### src/rtl/sdio_cmd_engine.sv
// SD/SDIO CMD-line engine: divided sd_clk, CRC7 command serialiser and
// short/long response capture with NCR timeout, CRC/end-bit checks, NCC gap.
// Ports: cmd_* request (valid/ready), resp_* result (valid/ready), sd_* pins.
// Optional SDIO_CMD_BUSY_EN adds sd_dat0/cmd_busy and a busy wait after R1b.
module sdio_cmd_engine #(
  parameter int CLK_DIV      = 4,
  parameter int TIMEOUT      = 64,
  parameter int GAP_CYCLES   = 8,
  parameter int BUSY_TIMEOUT = 1024
) (
  input  logic         axi_clk,
  input  logic         axi_resetn,
  input  logic         cmd_valid,
  output logic         cmd_ready,
  input  logic [5:0]   cmd_index,
  input  logic [31:0]  cmd_arg,
  input  logic [1:0]   cmd_resp_type,
  output logic         resp_valid,
  input  logic         resp_ready,
  output logic [5:0]   resp_index,
  output logic [127:0] resp_data,
  output logic [3:0]   resp_status,
  output logic         sd_clk_out,
  input  logic         sd_cmd_in,
  output logic         sd_cmd_out,
  output logic         sd_cmd_dir
`ifdef SDIO_CMD_BUSY_EN
  ,
  input  logic         sd_dat0,
  input  logic         cmd_busy
`endif
);

  localparam int DW = (CLK_DIV > 1) ? $clog2(CLK_DIV) : 1;
  localparam int T1 = (TIMEOUT > GAP_CYCLES) ? TIMEOUT : GAP_CYCLES;
  localparam int TM = (T1 > BUSY_TIMEOUT) ? T1 : BUSY_TIMEOUT;
  localparam int TW = $clog2(TM + 1);

  typedef enum logic [2:0] {
    S_IDLE,
    S_TX,
    S_WAIT,
    S_RX,
    S_GAP,
    S_DONE
`ifdef SDIO_CMD_BUSY_EN
    ,
    S_BUSY
`endif
  } state_t;

  state_t         state;
  logic [DW-1:0]  div_cnt;
  logic [47:0]    tx_sr;
  logic [126:0]   rx_sr;
  logic [7:0]     bit_cnt;
  logic [TW-1:0]  tmr;
  logic [1:0]     rtype;
`ifdef SDIO_CMD_BUSY_EN
  logic           busy_req;
`endif

  logic           div_hit;
  logic           rise;
  logic           fall;
  logic [127:0]   rx_next;
  logic           rx_last;
  logic [39:0]    hdr;

  function automatic logic [6:0] crc7(input logic [39:0] d);
    logic [6:0] c;
    logic       fb;
    c = '0;
    for (int i = 39; i >= 0; i--) begin
      fb = d[i] ^ c[6];
      c  = {c[5:0], 1'b0} ^ (fb ? 7'h09 : 7'h00);
    end
    return c;
  endfunction

  // Strobes fire in the cycle whose edge toggles sd_clk_out.
  assign div_hit = (div_cnt == DW'(CLK_DIV - 1));
  assign rise    = div_hit && !sd_clk_out;
  assign fall    = div_hit && sd_clk_out;
  assign rx_next = {rx_sr, sd_cmd_in};
  assign rx_last = (bit_cnt == ((rtype == 2'd3) ? 8'd135 : 8'd47));
  assign hdr     = {2'b01, cmd_index, cmd_arg};

  always_ff @(posedge axi_clk) begin
    if (!axi_resetn) begin
      div_cnt    <= '0;
      sd_clk_out <= 1'b0;
    end else if (div_hit) begin
      div_cnt    <= '0;
      sd_clk_out <= !sd_clk_out;
    end else begin
      div_cnt    <= div_cnt + 1'b1;
    end
  end

  always_ff @(posedge axi_clk) begin
    if (!axi_resetn) begin
      state       <= S_IDLE;
      cmd_ready   <= 1'b1;
      resp_valid  <= 1'b0;
      resp_index  <= '0;
      resp_data   <= '0;
      resp_status <= '0;
      sd_cmd_out  <= 1'b1;
      sd_cmd_dir  <= 1'b0;
      tx_sr       <= '0;
      rx_sr       <= '0;
      bit_cnt     <= '0;
      tmr         <= '0;
      rtype       <= '0;
`ifdef SDIO_CMD_BUSY_EN
      busy_req    <= 1'b0;
`endif
    end else begin
      unique case (state)
        S_IDLE: begin
          if (cmd_valid && cmd_ready) begin
            cmd_ready   <= 1'b0;
            tx_sr       <= {hdr, crc7(hdr), 1'b1};
            rtype       <= cmd_resp_type;
            bit_cnt     <= '0;
            resp_index  <= '0;
            resp_data   <= '0;
            resp_status <= '0;
`ifdef SDIO_CMD_BUSY_EN
            busy_req    <= cmd_busy;
`endif
            state       <= S_TX;
          end
        end
        S_TX: begin
          if (fall) begin
            if (bit_cnt == 8'd48) begin
              sd_cmd_dir <= 1'b0;
              sd_cmd_out <= 1'b1;
              bit_cnt    <= '0;
              tmr        <= '0;
              state      <= (rtype == 2'd0) ? S_GAP : S_WAIT;
            end else begin
              sd_cmd_dir <= 1'b1;
              sd_cmd_out <= tx_sr[47];
              tx_sr      <= {tx_sr[46:0], 1'b0};
              bit_cnt    <= bit_cnt + 8'd1;
            end
          end
        end
        S_WAIT: begin
          if (rise) begin
            if (!sd_cmd_in) begin
              // The start bit is frame bit 0 of the count.
              rx_sr   <= '0;
              bit_cnt <= 8'd1;
              state   <= S_RX;
            end else if (tmr == TW'(TIMEOUT - 1)) begin
              resp_status[0] <= 1'b1;
              tmr            <= '0;
              state          <= S_GAP;
            end else begin
              tmr <= tmr + 1'b1;
            end
          end
        end
        S_RX: begin
          if (rise) begin
            rx_sr   <= rx_next[126:0];
            bit_cnt <= bit_cnt + 8'd1;
            if (rx_last) begin
              resp_status[2] <= !sd_cmd_in;
              if (rtype == 2'd3) begin
                resp_data <= rx_next;
              end else begin
                resp_index <= rx_next[45:40];
                resp_data  <= {96'd0, rx_next[39:8]};
                if (rtype == 2'd1 &&
                    crc7(rx_next[47:8]) != rx_next[7:1])
                  resp_status[1] <= 1'b1;
              end
              tmr   <= '0;
`ifdef SDIO_CMD_BUSY_EN
              state <= (rtype == 2'd1 && busy_req) ? S_BUSY : S_GAP;
`else
              state <= S_GAP;
`endif
            end
          end
        end
`ifdef SDIO_CMD_BUSY_EN
        S_BUSY: begin
          if (rise) begin
            if (sd_dat0) begin
              tmr   <= '0;
              state <= S_GAP;
            end else if (tmr == TW'(BUSY_TIMEOUT - 1)) begin
              resp_status[3] <= 1'b1;
              tmr            <= '0;
              state          <= S_GAP;
            end else begin
              tmr <= tmr + 1'b1;
            end
          end
        end
`endif
        S_GAP: begin
          if (rise) begin
            if (tmr == TW'(GAP_CYCLES - 1)) begin
              resp_valid <= 1'b1;
              state      <= S_DONE;
            end else begin
              tmr <= tmr + 1'b1;
            end
          end
        end
        S_DONE: begin
          if (resp_valid && resp_ready) begin
            resp_valid <= 1'b0;
            cmd_ready  <= 1'b1;
            state      <= S_IDLE;
          end
        end
        default: state <= S_IDLE;
      endcase
    end
  end

endmodule

### config.mk
export PLATFORM = sky130hd
export DESIGN_NAME = sdio_cmd_engine
export DESIGN_NICKNAME = d
export VERILOG_FILES = /design/src/rtl/sdio_cmd_engine.sv
export SDC_FILE = /design/constraint.sdc
export NUM_CORES = 1
export LEC_CHECK = 0
export CORE_MARGIN = 2
export CORE_UTILIZATION = 40
export CTS_CLUSTER_SIZE = 30
export DETAILED_ROUTE_END_ITERATION = 6
export PLACE_DENSITY = 0.68
export SLEW_MARGIN = 40
export SYNTH_ARGS = -nofsm -noshare
export SYNTH_HDL_FRONTEND = slang
export SYNTH_SLANG_ARGS = --single-unit
### constraint.sdc
create_clock -name axi_clk -period 3.8 [get_ports axi_clk]
set_clock_uncertainty 0.05 [all_clocks]
set_input_delay 0.95 -clock axi_clk [delete_from_list [all_inputs] [get_ports axi_clk]]
set_output_delay 0.95 -clock axi_clk [all_outputs]
set_load 0.1 [all_outputs]
==> flow_metrics.py <==
metrics = {
    "sta": {
        "finalSetupViolCount": 0,
        "fin_crit_sh": 0.889,
        "rsz0062_at_grt": "no",
        "hold_violations": 0,
        "tightest_slew_ps": 711,
        "max_slew_margin": 0.524,
        "drv_slew": 0,
        "fmax_mhz": 296,
        "min_period_ps": 3380,
        "holdWs_ps": 380,
    },
    "final_layout": {
        "finalNetCount": 1816,
        "fillerInstances": 3653,
        "drive_gt1_frac": 0.148,
        "multiInputGateArea_sq_um": 8080,
        "regArea_sq_um": 6870,
        "finalInstanceArea_sq_um": 18600,
        "area_growth_pct": 19.9,
        "instances_no_fill": 2310,
        "diodes": 0,
    },
    "detailed_routing": {
        "ant_nets": 0,
        "via_count": 12211,
        "post_drt_wl_per_cell_um": 16.5,
        "routed_wl_um": 38100,
        "drc": 0,
        "drt_iter0_drc": 610,
        "dr.pass1.iters": 5,
        "viasPerCell": 5.29,
    },
    "placed_design": {
        "gp_congestion": 0.844,
        "place_inst": 2244,
        "hpwl_um": 24600,
        "postPlaceCellArea_sq_um": 17300,
        "port-buffer-count": 186,
    },
    "yosys": {
        "synth_nets": 1701,
        "yosys.cell_types.count": 60,
        "synth_cells": 1652,
        "synth_top_area_cell": "dfxtp_1",
        "synth_edf_count": 0,
        "syn_area_sq_um": 15500,
        "async_flop_share": 0,
        "synth_area_leaders": "dfxtp_1 (44%), nor2b_1 (8.3%), a22oi_1 (6.1%)",
        "ys_ff_latch": 343,
        "ys_warn_count": 0,
        "synthFlopType": "dfxtp_1",
        "syn_avg_cell_area_sq_um": 9.39,
        "synth_top_area_frac": 0.443,
        "ys_seq_area_frac": 0.443,
    },
    "die": {
        "rows": 72,
        "dieArea_sq_um": 40400,
        "fp.dieH_um": 201,
        "start_util": 0.403,
        "core_region_area_sq_um": 38500,
        "die_w_um": 201,
        "num_io_pins": 188,
    },
    "clocking": {
        "cts_tree": "yes",
        "cts_hold_buffers": 0,
        "cts-resized-gates": 0,
        "clock-sinks": 343,
        "cts-root-buf": "clkbuf_16",
        "htreeDepth": 2,
        "clk_latency_ps": 550,
        "clkTransAtPathRegs_ps": 50,
        "cts_setup_buffers": 0,
        "cts_made_buffers": 39,
        "clockBufferDepth": 3,
    },
    "critical_path": {
        "slowest_stage": "clkdlybuf4s50_1",
        "cp-startpoint": "cmd_index[5]",
        "rr_endpoint": "resp_status[1]",
        "r2r_cells": 8,
        "timing.rr.start": "rx_sr[46]",
        "critPathRequiredTime_ps": 4210,
        "slowest_delay_ps": 520,
        "critPathArrivalTime_ps": 3790,
        "crit_path_cell_trace": "clkdlybuf4s50_1 -> xor3_1 -> xnor3_1 -> xor3_1 -> xnor3_1 -> xnor2_2 -> xnor2_1 -> o21ai_0 -> a21boi_0",
        "start_kind": "input pin",
        "regToRegSetupSlack_ps": 540,
        "endpoint_kind": "flop",
        "critical_path_peak_fanout": 3,
        "worstSetupPathType": "input pin to flop",
    },
    "run_status": {
        "outcome": "complete, no violations",
    },
    "global_route": {
        "overflow": 0,
        "grt_pass1_vias": 11826,
        "grt_max_degree": 103,
        "antenna_found_initial": 0,
        "grt_pass1_wl_um": 62000,
        "grt_util_all_layers": 0.185,
    },
    "power_and_ir_drop": {
        "p_int_mw": 7.04,
        "total_power_mw": 9.95,
        "switching_share": 0.292,
        "pwr-share-comb": 0.229,
        "ir_worst_vdd_uv": 370,
        "p_leak_nw": 7.13,
        "seq_power_share": 0.385,
        "switchingPower_mw": 2.91,
        "p_per_area_nw_per_um2": 535,
        "clkPwrFrac": 0.385,
    },
    "min_path": {
        "whs_path_depth": 1,
        "hold_path_end": "div_cnt[0]",
        "min_path_type": "flop to flop",
        "min_from": "div_cnt[0]",
    },
    "job": {
        "max-cap-violations": 0,
    },
}
power by group through the flow:
stage | sequential [mW] | combinational, mW | clock (mW)
floorplan | 3.93 | 1.63 | 0
global placement | 3.90 | 2.25 | 0
detailed placement | 3.91 | 2.28 | 0
CTS | 3.83 | 2.29 | 3.94
global route | 3.85 | 2.49 | 4.07
finish | 3.83 | 2.28 | 3.83
critical path: cells and delay by family:
kind | cells | cell delay [ps]
xor+xnor | 6 | 2080
compound gates | 2 | 240
buf+inv | 1 | 520
worst max-delay path by stage:
stage,endpoint,slack (ps)
finish,tx_sr[5],420
global route,tx_sr[4],270
CTS,tx_sr[5],440
detailed placement,tx_sr[5],-150
global placement,tx_sr[5],-80
floorplan,tx_sr[2],520
layout by cell type, fill, tap and decap left out, drive strengths merged, types with 4 or more instances in the layout:
cell	n
nand3	111
a221oi	38
xor3	6
nor2b	206
and2	5
ha	4
a31oi	5
clkbuf	52
a21oi	46
and3	43
xnor2	78
nand2	130
nor3	37
nor2	30
a22oi	127
mux2i	34
dfxtp	343
bufinv	5
buf	183
clkinv	7
or3	5
a21boi	114
xnor3	26
nand4	9
inv	4
nand2b	7
xor2	33
clkdlybuf4s50	43
o21ai	24
cell families (layout without fill, tap and decap cells):
kind of cell	Yosys count	in the layout	share of synthesized area
simple gates	597	597	0.205
compound gates	375	375	0.175
flops	343	343	0.443
buf+inv	155	295	0.0396
xor+xnor	143	143	0.113
mux	34	34	0.0219
fa+ha+maj	4	4	0.00323
other cells	1	1	0.000242
synthesized netlist by cell type (3+ instances only):
cell and n:
a21oi_1 46, nand3_1 111, xor2_1 32, clkbuf_1 139, and2_1 5, mux2i_1 34, nor3_1 37, ha_1 4
inv_1 3, a21o_1 3, o21ai_0 22, nor2b_1 206, a22oi_1 127, and3_1 43, buf_1 3, nor4b_1 3
xnor3_2 5, a21boi_0 105, nand2_1 130, nor2_1 30, nand4_1 9, or3_1 5, xnor2_1 75, a31oi_1 5
xnor3_1 20, nand2b_1 7, a21boi_1 9, a211oi_1 3, a221oi_1 38, xor3_1 5, buf_2 6, dfxtp_1 343
metrics by stage:
step           utilization  setup WS, ps  TNS [ps]
2_1_floorplan            -           522         0
3_3_place_gp         0.465         -80.9      -146
3_5_place_dp         0.450          -154      -444
4_1_cts              0.483           442         0
5_1_grt              0.483           273         0
6_report             0.483           421         0
per-layer routing:
metal  track usage  wire (um)
met5             0          0
met4        0.0638        944
met3        0.0369       2240
met2         0.292      17100
met1         0.251      17800
sequential cells by signal (all words and copies together), names as in the netlist, 2 cells and up:
| register | count |
|---|---|
| rx_sr | 127 |
| tmr | 11 |
| bit_cnt | 8 |
| resp_data | 128 |
| rtype | 2 |
| resp_index | 6 |
| state | 3 |
| resp_status | 3 |
| tx_sr | 48 |
| div_cnt | 2 |
cell type report:
cell class | instances | share of cell area
Sequential cell | 343 | 0.369
Tap cell | 518 | 0.0349
Clock buffer | 52 | 0.0584
Inverter | 3 | 0.000606
Multi-Input combinational cell | 1154 | 0.435
Timing Repair Buffer | 226 | 0.0908
Clock inverter | 14 | 0.0114
No activity file was read; power rests on OpenSTA's default activity.
